$ cat config.mk
export PLATFORM = sky130hd
export DESIGN_NAME = spn_iter_core
export DESIGN_NICKNAME = d
export VERILOG_FILES = /design/src/rtl/spn_iter_core.sv
export SDC_FILE = /design/constraint.sdc
export NUM_CORES = 1
export LEC_CHECK = 0
export CAP_MARGIN = 20
export CORE_MARGIN = 3
export CORE_UTILIZATION = 41
export CTS_CLUSTER_DIAMETER = 50
export DETAILED_ROUTE_END_ITERATION = 6
export PLACE_DENSITY = 0.56
export SLEW_MARGIN = 40
export SYNTH_ARGS = -nofsm -noshare
export SYNTH_HDL_FRONTEND = slang
export SYNTH_SLANG_ARGS = --single-unit
$ cat constraint.sdc
create_clock -name clk -period 4.9 [get_ports clk]
set_input_delay 0.735 -clock clk [delete_from_list [all_inputs] [get_ports clk]]
set_output_delay 0.735 -clock clk [all_outputs]
set_load 0.01 [all_outputs]
$ cat src/rtl/spn_iter_core.sv
// spn_iter_core: iterative SPN block cipher core, one round per clock.
//
// Block width W = 4*NIBBLES bits, ROUNDS rounds. The round key is derived on
// the fly by rotating a single key register 4 bits per round: left while
// encrypting (K_0 -> K_ROUNDS), right while decrypting (the register is loaded
// with K_ROUNDS at accept and walks back down to K_0).
//
// Ports:
//   clk, rst            clock (rising edge), async active-high reset
//   in_valid/in_ready   request handshake; in_ready low while flush is high
//   in_mode             0 = encrypt, 1 = decrypt
//   in_data, in_key     W-bit block and master key
//   flush               synchronous abort of the current operation
//   out_valid/out_ready result handshake
//   out_data            W-bit result, held stable while out_valid is high
//   busy                high while running or holding a result
//
// Build option: define SPN_KEY_ZEROIZE_EN to clear the key, data and result
// registers on every return to IDLE.

module spn_iter_core #(
  parameter int NIBBLES = 4,
  parameter int ROUNDS  = 3
) (
  input  logic                   clk,
  input  logic                   rst,
  input  logic                   in_valid,
  output logic                   in_ready,
  input  logic                   in_mode,
  input  logic [4*NIBBLES-1:0]   in_data,
  input  logic [4*NIBBLES-1:0]   in_key,
  input  logic                   flush,
  output logic                   out_valid,
  input  logic                   out_ready,
  output logic [4*NIBBLES-1:0]   out_data,
  output logic                   busy
);

  localparam int W   = 4 * NIBBLES;
  localparam int CW  = (ROUNDS < 2) ? 1 : $clog2(ROUNDS + 1);
  // Rotation (in bits) that turns the master key into K_ROUNDS.
  localparam int KSH = 4 * (ROUNDS % NIBBLES);
  localparam logic [CW-1:0] LAST = CW'(ROUNDS - 1);

  typedef enum logic [1:0] {
    S_IDLE = 2'd0,
    S_RUN  = 2'd1,
    S_DONE = 2'd2
  } state_t;

  function automatic logic [3:0] sbox4(input logic [3:0] v);
    case (v)
      4'h0: sbox4 = 4'hC;  4'h1: sbox4 = 4'h5;  4'h2: sbox4 = 4'h6;  4'h3: sbox4 = 4'hB;
      4'h4: sbox4 = 4'h9;  4'h5: sbox4 = 4'h0;  4'h6: sbox4 = 4'hA;  4'h7: sbox4 = 4'hD;
      4'h8: sbox4 = 4'h3;  4'h9: sbox4 = 4'hE;  4'hA: sbox4 = 4'hF;  4'hB: sbox4 = 4'h8;
      4'hC: sbox4 = 4'h4;  4'hD: sbox4 = 4'h7;  4'hE: sbox4 = 4'h1;  default: sbox4 = 4'h2;
    endcase
  endfunction

  function automatic logic [3:0] inv_sbox4(input logic [3:0] v);
    case (v)
      4'h0: inv_sbox4 = 4'h5;  4'h1: inv_sbox4 = 4'hE;  4'h2: inv_sbox4 = 4'hF;  4'h3: inv_sbox4 = 4'h8;
      4'h4: inv_sbox4 = 4'hC;  4'h5: inv_sbox4 = 4'h1;  4'h6: inv_sbox4 = 4'h2;  4'h7: inv_sbox4 = 4'hD;
      4'h8: inv_sbox4 = 4'hB;  4'h9: inv_sbox4 = 4'h4;  4'hA: inv_sbox4 = 4'h6;  4'hB: inv_sbox4 = 4'h3;
      4'hC: inv_sbox4 = 4'h0;  4'hD: inv_sbox4 = 4'h7;  4'hE: inv_sbox4 = 4'h9;  default: inv_sbox4 = 4'hA;
    endcase
  endfunction

  function automatic logic [W-1:0] sub_layer(input logic [W-1:0] v, input logic inv);
    logic [W-1:0] r;
    r = '0;
    for (int i = 0; i < NIBBLES; i++) begin
      r[4*i +: 4] = inv ? inv_sbox4(v[4*i +: 4]) : sbox4(v[4*i +: 4]);
    end
    return r;
  endfunction

  // Half-width rotation; applying it twice is the identity.
  function automatic logic [W-1:0] pbox(input logic [W-1:0] v);
    return {v[W/2-1:0], v[W-1:W/2]};
  endfunction

  function automatic logic [W-1:0] rotl4(input logic [W-1:0] v);
    return {v[W-5:0], v[W-1:W-4]};
  endfunction

  function automatic logic [W-1:0] rotr4(input logic [W-1:0] v);
    return {v[3:0], v[W-1:4]};
  endfunction

  // Rotate left by s bits, 0 <= s < W.
  function automatic logic [W-1:0] rotl_bits(input logic [W-1:0] v, input int s);
    logic [2*W-1:0] dbl;
    dbl = {v, v} >> (W - s);
    return dbl[W-1:0];
  endfunction

  state_t          state_q, state_d;
  logic [CW-1:0]   cnt_q, cnt_d;
  logic [W-1:0]    x_q, x_d;
  logic [W-1:0]    key_q, key_d;
  logic            mode_q, mode_d;
  logic [W-1:0]    out_data_q, out_data_d;
  logic            in_ready_q, in_ready_d;
  logic            out_valid_q, out_valid_d;
  logic            busy_q, busy_d;

  logic [W-1:0]    enc_out, dec_in, dec_out, round_out, key_nxt;

  // Round datapath for the current counter value.
  always_comb begin
    enc_out = pbox(sub_layer(x_q ^ key_q, 1'b0));
    if (cnt_q == LAST) enc_out = enc_out ^ rotl4(key_q);
    // key_q holds K_ROUNDS on the first decrypt step: undo output whitening.
    dec_in    = (cnt_q == '0) ? (x_q ^ key_q) : x_q;
    dec_out   = sub_layer(pbox(dec_in), 1'b1) ^ rotr4(key_q);
    round_out = mode_q ? dec_out : enc_out;
    key_nxt   = mode_q ? rotr4(key_q) : rotl4(key_q);
  end

  always_comb begin
    state_d    = state_q;
    cnt_d      = cnt_q;
    x_d        = x_q;
    key_d      = key_q;
    mode_d     = mode_q;
    out_data_d = out_data_q;
    case (state_q)
      S_IDLE: begin
        if (in_valid && !flush) begin
          state_d = S_RUN;
          x_d     = in_data;
          key_d   = in_mode ? rotl_bits(in_key, KSH) : in_key;
          mode_d  = in_mode;
          cnt_d   = '0;
        end
      end
      S_RUN: begin
        if (flush) begin
          state_d = S_IDLE;
        end else begin
          x_d   = round_out;
          key_d = key_nxt;
          cnt_d = cnt_q + 1'b1;
          if (cnt_q == LAST) begin
            state_d    = S_DONE;
            out_data_d = round_out;
          end
        end
      end
      S_DONE: begin
        if (flush || out_ready) state_d = S_IDLE;
      end
      default: state_d = S_IDLE;
    endcase
`ifdef SPN_KEY_ZEROIZE_EN
    if (state_q != S_IDLE && state_d == S_IDLE) begin
      key_d      = '0;
      x_d        = '0;
      out_data_d = '0;
    end
`endif
    in_ready_d  = (state_d == S_IDLE);
    out_valid_d = (state_d == S_DONE);
    busy_d      = (state_d != S_IDLE);
  end

  always_ff @(posedge clk or posedge rst) begin
    if (rst) begin
      state_q     <= S_IDLE;
      cnt_q       <= '0;
      x_q         <= '0;
      key_q       <= '0;
      mode_q      <= 1'b0;
      out_data_q  <= '0;
      in_ready_q  <= 1'b1;
      out_valid_q <= 1'b0;
      busy_q      <= 1'b0;
    end else begin
      state_q     <= state_d;
      cnt_q       <= cnt_d;
      x_q         <= x_d;
      key_q       <= key_d;
      mode_q      <= mode_d;
      out_data_q  <= out_data_d;
      in_ready_q  <= in_ready_d;
      out_valid_q <= out_valid_d;
      busy_q      <= busy_d;
    end
  end

  // Flush wins over a same-cycle request, so the ready must drop with it.
  assign in_ready  = in_ready_q && !flush;
  assign out_valid = out_valid_q;
  assign out_data  = out_data_q;
  assign busy      = busy_q;

endmodule
==> results by group, run 1 <==
Synth
  – EDFF count, synth: 0
  – Post-Syn Area: 6270 um2
  – Share of the yosys chip area belonging to registers: 22.4%
  – Top cell type's share of synthesized area: 22.0%
  – Most frequent cells after synthesis: 87 x nand2_1, 59 x o21ai_0, 55 x dfrtp_1
  – Mapped Nets: 845
  – Biggest area consumer among synthesized cells: dfrtp_1
  – Main synth FF type: dfrtp_1
  – Post-synthesis register bit count: 56
  – FFs w/ async S/R, synth: 100%
  – Count of cell types in the netlist: 74
  – Syn Area/Cell: 8.24 um2
  – Top cells by area, synth: dfrtp_1 22%, ha_1 9.2%, mux2i_1 7.0%, xnor2_1 5.5%, nand2_1 5.2%
  – Synth warn: 0
  – Post-Syn Instances: 761
  – Most instantiated library cell after synthesis: nand2_1

Clock tree
  – CTS H-tree lvls: 2
  – CTS max path bufs: 2
  – Cts bufs inserted: 5
  – Clock slew at reported path FFs: 0.08 ns
  – Num Clock Sinks: 56
  – Worst-skew pair later-pin latency: 0.31 ns
  – Cts repair resizes: 0
  – Hold buffer count at CTS: 0
  – CTS tree: built
  – Setup bufs post-CTS: 0
  – Root Buffer: clkbuf_16

Critical path
  – R2R Setup Slk: 1.56 ns
  – CP Data Arrival Time: 3.51 ns
  – CP delay by family, top: compound AO/OA/AOI/OAI gates
  – Slowest-stage cell, CP: ha_2
  – Worst-case reg-to-reg path depth: 13
  – CP Data Required Time: 5.07 ns
  – Crit path from: cnt_q[1]
  – CP Launch Type: register
  – Buffers & Inverters on Critical Path: 3
  – Crit-path cells: inv_1 -> ha_2 -> buf_4 -> nand2_1 -> xnor2_1 -> inv_1 -> ha_1 -> and2_0 -> o21ai_0 -> a21oi_1 -> mux2_2 -> a2111oi_2 -> o21ai_1
  – RR Endpoint: out_data[5]
  – Max incr delay on CP: 0.48 ns
  – Worst Setup End Kind: register
  – Critical R2R Launch: cnt_q[1]
  – CP Max Fanout: 26
  – Most used cell, CP: inv_1
  – Crit path kind: reg -> reg

Placement
  – Port Buf Inserts: 56
  – Final GP Congestion: 0.941
  – Detailed Place HPWL: 14300 um
  – Placed cells: 950

STA
  – Fmax: 0.300 GHz
  – Setup total negative slack: 0 ns
  – RSZ-0062 raised after global routing: false
  – Final Skew: 0.0123 ns
  – Final setup fails: 0
  – Fin crit share: 68.1%
  – Slew Viols, Final: 0
  – Final Hold Fails: 0
  – Slew HR: 53.2%
  – Final min period: 3.34 ns
  – Actual slew at the worst max-slew pin: 0.702 ns

Pwr
  – Power per Cell Area: 615 nW/um2
  – Static leakage: 0.00296 uW
  – VDD IR-drop max: 0.000218 V
  – Power Total: 4290 uW

Cells and area
  – Area occupied by multi-input gates: 4390 um2
  – Seq. cell area: 1410 um2
  – Final core utilization: 47.3%
  – Final #Nets: 857
  – Layout cells sized above 1: 9.95%
  – Layout area overhead: 11.4%
  – Ant. Diodes: 0
  – Final non-filler cell total: 958
  – Fill cells: 1458

Die
  – Num rows: 44
  – Die area: 16800 um2
  – Initial Util: 42.5%
  – Die height: 130 um
  – # IOs: 57
  – Core box area: 14800 um2
  – Die Wd: 130 um

Drt
  – Remaining antenna violation count: 0
  – DR DRC count: 0
  – Avg WL per Cell: 20.2 um
  – DRT Wirelength: 19300 um
  – Initial drt markers: 444
  – Vias/cell: 5.86
  – Vias after detailed routing: 5612
  – Drt first pass iters: 5

Flow run
  – Max Cap Violations: 0

Min path
  – Hold path start: out_data[2]
  – Hold path cells: 2
  – Worst hold endpoint: out_data[2]
  – Min-Delay Path Class: reg -> reg

Global routing
  – First-pass GRT wire length: 30400 um
  – Number of global-route vias before repair: 5339
  – GRT Util Overall: 23.5%
  – Largest net degree at the start of global routing: 57
  – Remaining Overflow, GRT: 0
  – Initial antenna violation count: 0

Status
  – Status: finished clean
## worst reg2reg max path: stages (launching register included)
cell and delay [ns]:
dfrtp_1 0.40, inv_1 0.08, ha_2 0.48, buf_4 0.27
nand2_1 0.08, xnor2_1 0.29, inv_1 0.16, ha_1 0.23
and2_0 0.16, o21ai_0 0.15, a21oi_1 0.09, mux2_2 0.30
a2111oi_2 0.41, o21ai_1 0.11
## power breakdown
part | internal [uW] | total [uW] | switching (uW)
Sequential | 599 | 955 | 356
Clock | 192 | 382 | 190
Combinational | 1360 | 2950 | 1590
Total | 2150 | 4290 | 2140
## per-stage QoR
step | hold WS, ns | cell area [um2] | setup WS [ns]
floorplan | 0.461 | 6270 | 1.85
global placement | 0.462 | 6840 | 1.44
detailed placement | 0.466 | 6840 | 1.26
CTS | 0.485 | 6980 | 1.25
global route | 0.519 | 6980 | 1.29
finish | 0.482 | 6980 | 1.56
## state kept, by name, summed over array words and instances, names as in the netlist
register,count
busy,1
cnt_q,2
in_ready_q,1
key_q,16
mode_q,1
out_data,16
out_valid,1
state_q,2
x_q,16
## how the worst max path moves through the flow
stage / to / slack [ns] / cells past startpoint
floorplan: x_q[9] / 1.85 / 15
detailed placement: x_q[5] / 1.26 / 13
finish: out_data[5] / 1.56 / 13
CTS: out_data[5] / 1.25 / 13
global route: out_data[5] / 1.29 / 13
global placement: out_data[5] / 1.44 / 13
## routing by layer
layer | global-route usage, % | part of all wire, %
met1 | 34.4 | 48
met2 | 37.2 | 46
met3 | 2.31 | 5.0
met4 | 6.11 | 1.5
met5 | 0 | 0
## cell families after synthesis
kind of cell               Yosys count  share of synthesized area (%)
and+or+nand+nor                    243                           19.1
adders and majority gates           46                           9.18
muxes                               69                           13.0
xor gates and xnor gates            54                           9.22
buffers and inverters              106                           7.69
AOI/OAI and AO/OA                  187                           19.5
DFF                                 56                           22.4
## cell usage in the layout, fill, tap and decap left out, types with 5 or more instances in the layout
| cell | netlist | final |
|---|---|---|
| ha_1 | 46 | 45 |
| nor2_1 | 45 | 45 |
| o21ai_0 | 59 | 58 |
| xor2_1 | 7 | 7 |
| and3b_1 | 7 | 7 |
| inv_1 | 42 | 41 |
| mux2i_1 | 44 | 44 |
| or3_1 | 6 | 6 |
| dfrtp_1 | 55 | 53 |
| a31oi_1 | 6 | 6 |
| nand2b_1 | 9 | 9 |
| nor3_1 | 20 | 20 |
| nand3b_1 | 8 | 8 |
| a21oi_1 | 47 | 47 |
| mux4_2 | 8 | 8 |
| mux2_2 | 16 | 16 |
| a2111oi_2 | 5 | 5 |
| nand3_1 | 16 | 16 |
| and3_1 | 11 | 11 |
| buf_4 | 7 | 11 |
| o31ai_1 | 5 | 5 |
| a21boi_0 | 5 | 5 |
| clkbuf_16 | 0 | 5 |
| clkdlybuf4s50_1 | 0 | 55 |
| a211oi_1 | 15 | 15 |
| xnor2_1 | 39 | 39 |
| nor3b_1 | 5 | 5 |
| nand2_1 | 87 | 86 |
| nor2b_1 | 11 | 10 |
## cell type report
cell class / instances / area share, %
clock buffer: 7 / 1.90
clock inverter: 1 / 0.125
inverter: 43 / 2.31
multi-input combinational: 599 / 62.9
sequential: 56 / 20.1
tap: 184 / 3.30
timing repair buffer: 68 / 9.30
Note: power is estimated with default switching activity, not from simulation.
==> run 2: changes to the inputs <==
--- a/config.mk
+++ b/config.mk
@@ -10,7 +10,7 @@
 export CORE_UTILIZATION = 41
 export CTS_CLUSTER_DIAMETER = 50
 export DETAILED_ROUTE_END_ITERATION = 6
-export PLACE_DENSITY = 0.56
+export PLACE_DENSITY = 0.58
 export SLEW_MARGIN = 40
 export SYNTH_ARGS = -nofsm -noshare
 export SYNTH_HDL_FRONTEND = slang
==> constraint.sdc (replaced) <==
create_clock -name clk -period 2.7 [get_ports clk]
set_input_delay 0.405 -clock clk [delete_from_list [all_inputs] [get_ports clk]]
set_output_delay 0.405 -clock clk [all_outputs]
set_load 0.01 [all_outputs]
==> results by group, run 2 (synthesis results as in run 1) <==
Placement
  – Pre-CTS WS: -0.268 ns
  – Port Buf Inserts: 56
  – Placed cells: 1028
  – Detailed Place HPWL: 15400 um
  – Cell Area, Placed: 7610 um2
  – Final GP Congestion: 0.919

Critical path
  – End point of the critical path: x_q[3]
  – CP Max Fanout: 6
  – RR Endpoint: x_q[3]
  – CP Launch Type: register
  – Crit path kind: reg -> reg
  – R2R Setup Slk: -0.03 ns
  – CP Data Arrival Time: 2.91 ns
  – CP Data Required Time: 2.88 ns
  – Crit path from: cnt_q[1]
  – Crit-path cells: inv_2 -> ha_4 -> buf_6 -> nand2_1 -> xnor2_2 -> inv_1 -> ha_4 -> and3b_2 -> a2111oi_4 -> o2111ai_2 -> nand4_1 -> a31oi_2 -> o21ai_1
  – Most used cell, CP: ha_4
  – Max incr delay on CP: 0.40 ns
  – Critical R2R Launch: cnt_q[1]
  – Worst Setup End Kind: register
  – Slowest-stage cell, CP: dfrtp_1
  – Worst-case reg-to-reg path depth: 13

Clock tree
  – Num Clock Sinks: 56
  – Worst-skew pair later-pin latency: 0.31 ns
  – CTS max path bufs: 2
  – Root Buffer: clkbuf_16
  – Clock slew at reported path FFs: 0.09 ns
  – CTS tree: built
  – Cts bufs inserted: 5
  – CTS H-tree lvls: 2
  – Hold buffer count at CTS: 0

Drt
  – Vias/cell: 5.73
  – DR DRC count: 0
  – DRT Wirelength: 20300 um
  – Avg WL per Cell: 19.3 um
  – Vias after detailed routing: 6034
  – Drt first pass iters: 6
  – Initial drt markers: 476
  – Remaining antenna violation count: 0

Cells and area
  – Fill cells: 1352
  – Layout area overhead: 32.0%
  – Seq. cell area: 1400 um2
  – Most common cell after layout, fill and taps aside: buf_4
  – Final non-filler cell total: 1053
  – Layout cells sized above 1: 27.0%
  – Area occupied by multi-input gates: 4900 um2
  – Ant. Diodes: 0
  – Commonest cells after routing, fill and taps aside: 100 x buf_4, 81 x nand2_1, 56 x clkdlybuf4s50_1, 54 x dfrtp_1, 47 x o21ai_0
  – Final #Nets: 952
  – Design area: 8280 um2
  – Final core utilization: 56.1%

Pwr
  – VDD IR-drop max: 0.000628 V
  – Power per Cell Area: 1190 nW/um2
  – Static leakage: 0.00357 uW

STA
  – Slack of the critical path: -0.0283 ns
  – Final Skew: 0.0118 ns
  – RSZ-0062 raised after global routing: true
  – Fmax: 0.367 GHz
  – Slew Viols, Final: 0
  – Fin crit share: 101%
  – Actual slew at the worst max-slew pin: 0.699 ns
  – Slew HR: 53.4%
  – Final min period: 2.73 ns
  – Final setup fails: 3
  – Final Hold Fails: 0

Global routing
  – GRT Util Overall: 23.8%
  – Number of global-route vias before repair: 5624
  – Remaining Overflow, GRT: 0
  – Initial antenna violation count: 0
  – Largest net degree at the start of global routing: 48
  – First-pass GRT wire length: 31300 um

Status
  – Failing checks: negative setup slack
  – Status: complete, but fails checks

Die
  – # IOs: 57
  – Die Wd: 130 um
  – Initial Util: 42.5%
  – Die height: 130 um
  – Core box area: 14800 um2
  – Num rows: 44
  – Die area: 16800 um2

Min path
  – Min-Delay Path Class: in -> async

Flow run
  – Max Cap Violations: 0
==> run 2: cell types whose count changed in the layout (fill, tap and decap cells not counted), moves of 7 or more <==
cell,change
a211oi_1,-7
a211oi_2,+7
buf_4,+89
ha_1,-9
ha_4,+8
inv_1,-8
inv_2,+7
o21ai_0,-11
o21ai_1,+9
xnor2_1,-11
==> run 2: metrics by stage <==
stage	TNS, ns	total power (uW)	hold WS (ns)
floorplan	-0.414	5940	0.461
global placement	-1.38	8090	0.463
detailed placement	-2.24	8230	0.468
CTS	0	9080	0.444
global route	-1.58	10600	0.468
finish	-0.0688	9830	0.428
==> run 2: report_power, final <==
part           leakage [uW]  internal, uW  total, uW  switching (uW)
Sequential         0.000704          1090       1500             409
Clock             0.0000719           354        715             361
Combinational       0.00280          3770       7620            3850
==> run 2: worst min path at each step <==
stage | startpoint | to | slack, ns | cells after the start
2_1_floorplan | cnt_q[0] | cnt_q[0] | 0.46 | 1
3_3_place_gp | out_data[6] | out_data[6] | 0.46 | 2
3_5_place_dp | out_data[10] | out_data[10] | 0.47 | 1
4_1_cts | rst | busy | 0.44 | 2
5_1_grt | rst | out_data[12] | 0.47 | 2
6_report | rst | busy | 0.43 | 2
==> run 2: final cells by class <==
class                   count  area share (%)
multi-input cells         599            59.2
repair buffers            163            17.3
flip-flops and latches     56            17.0
well taps                 184            2.78
inverters                  43            1.98
clock buffers               5            1.51
clock inverters             3           0.333
==> run 2: metal layers <==
| layer | vias up | global-route usage [%] | share of wire (%) | wire [um] |
|---|---|---|---|---|
| li1 | 2889 | - | - | - |
| met1 | 2919 | 35.8 | 47 | 9490 |
| met2 | 201 | 36.7 | 46 | 9330 |
| met3 | 25 | 2.84 | 5.9 | 1210 |
| met4 | 0 | 5.32 | 1.4 | 285 |
| met5 | - | 0 | 0 | 0 |
==> run 2: worst max-delay path: cells and delay by family, from the launching register on <==
family	cells	cell delay [ns]
buf+inv	3	0.39
simple gates	3	0.52
fa+ha+maj	2	0.39
compound gates	4	0.62
xor+xnor	1	0.29
flops	1	0.40
==> run 2: timing repair <==
item                                    CTS  global route
buffers inserted                          2            14
pin swaps                                 7            38
endpoints found under the setup margin   27            28
cloned                                    0             1
gates resized for setup                  12            68
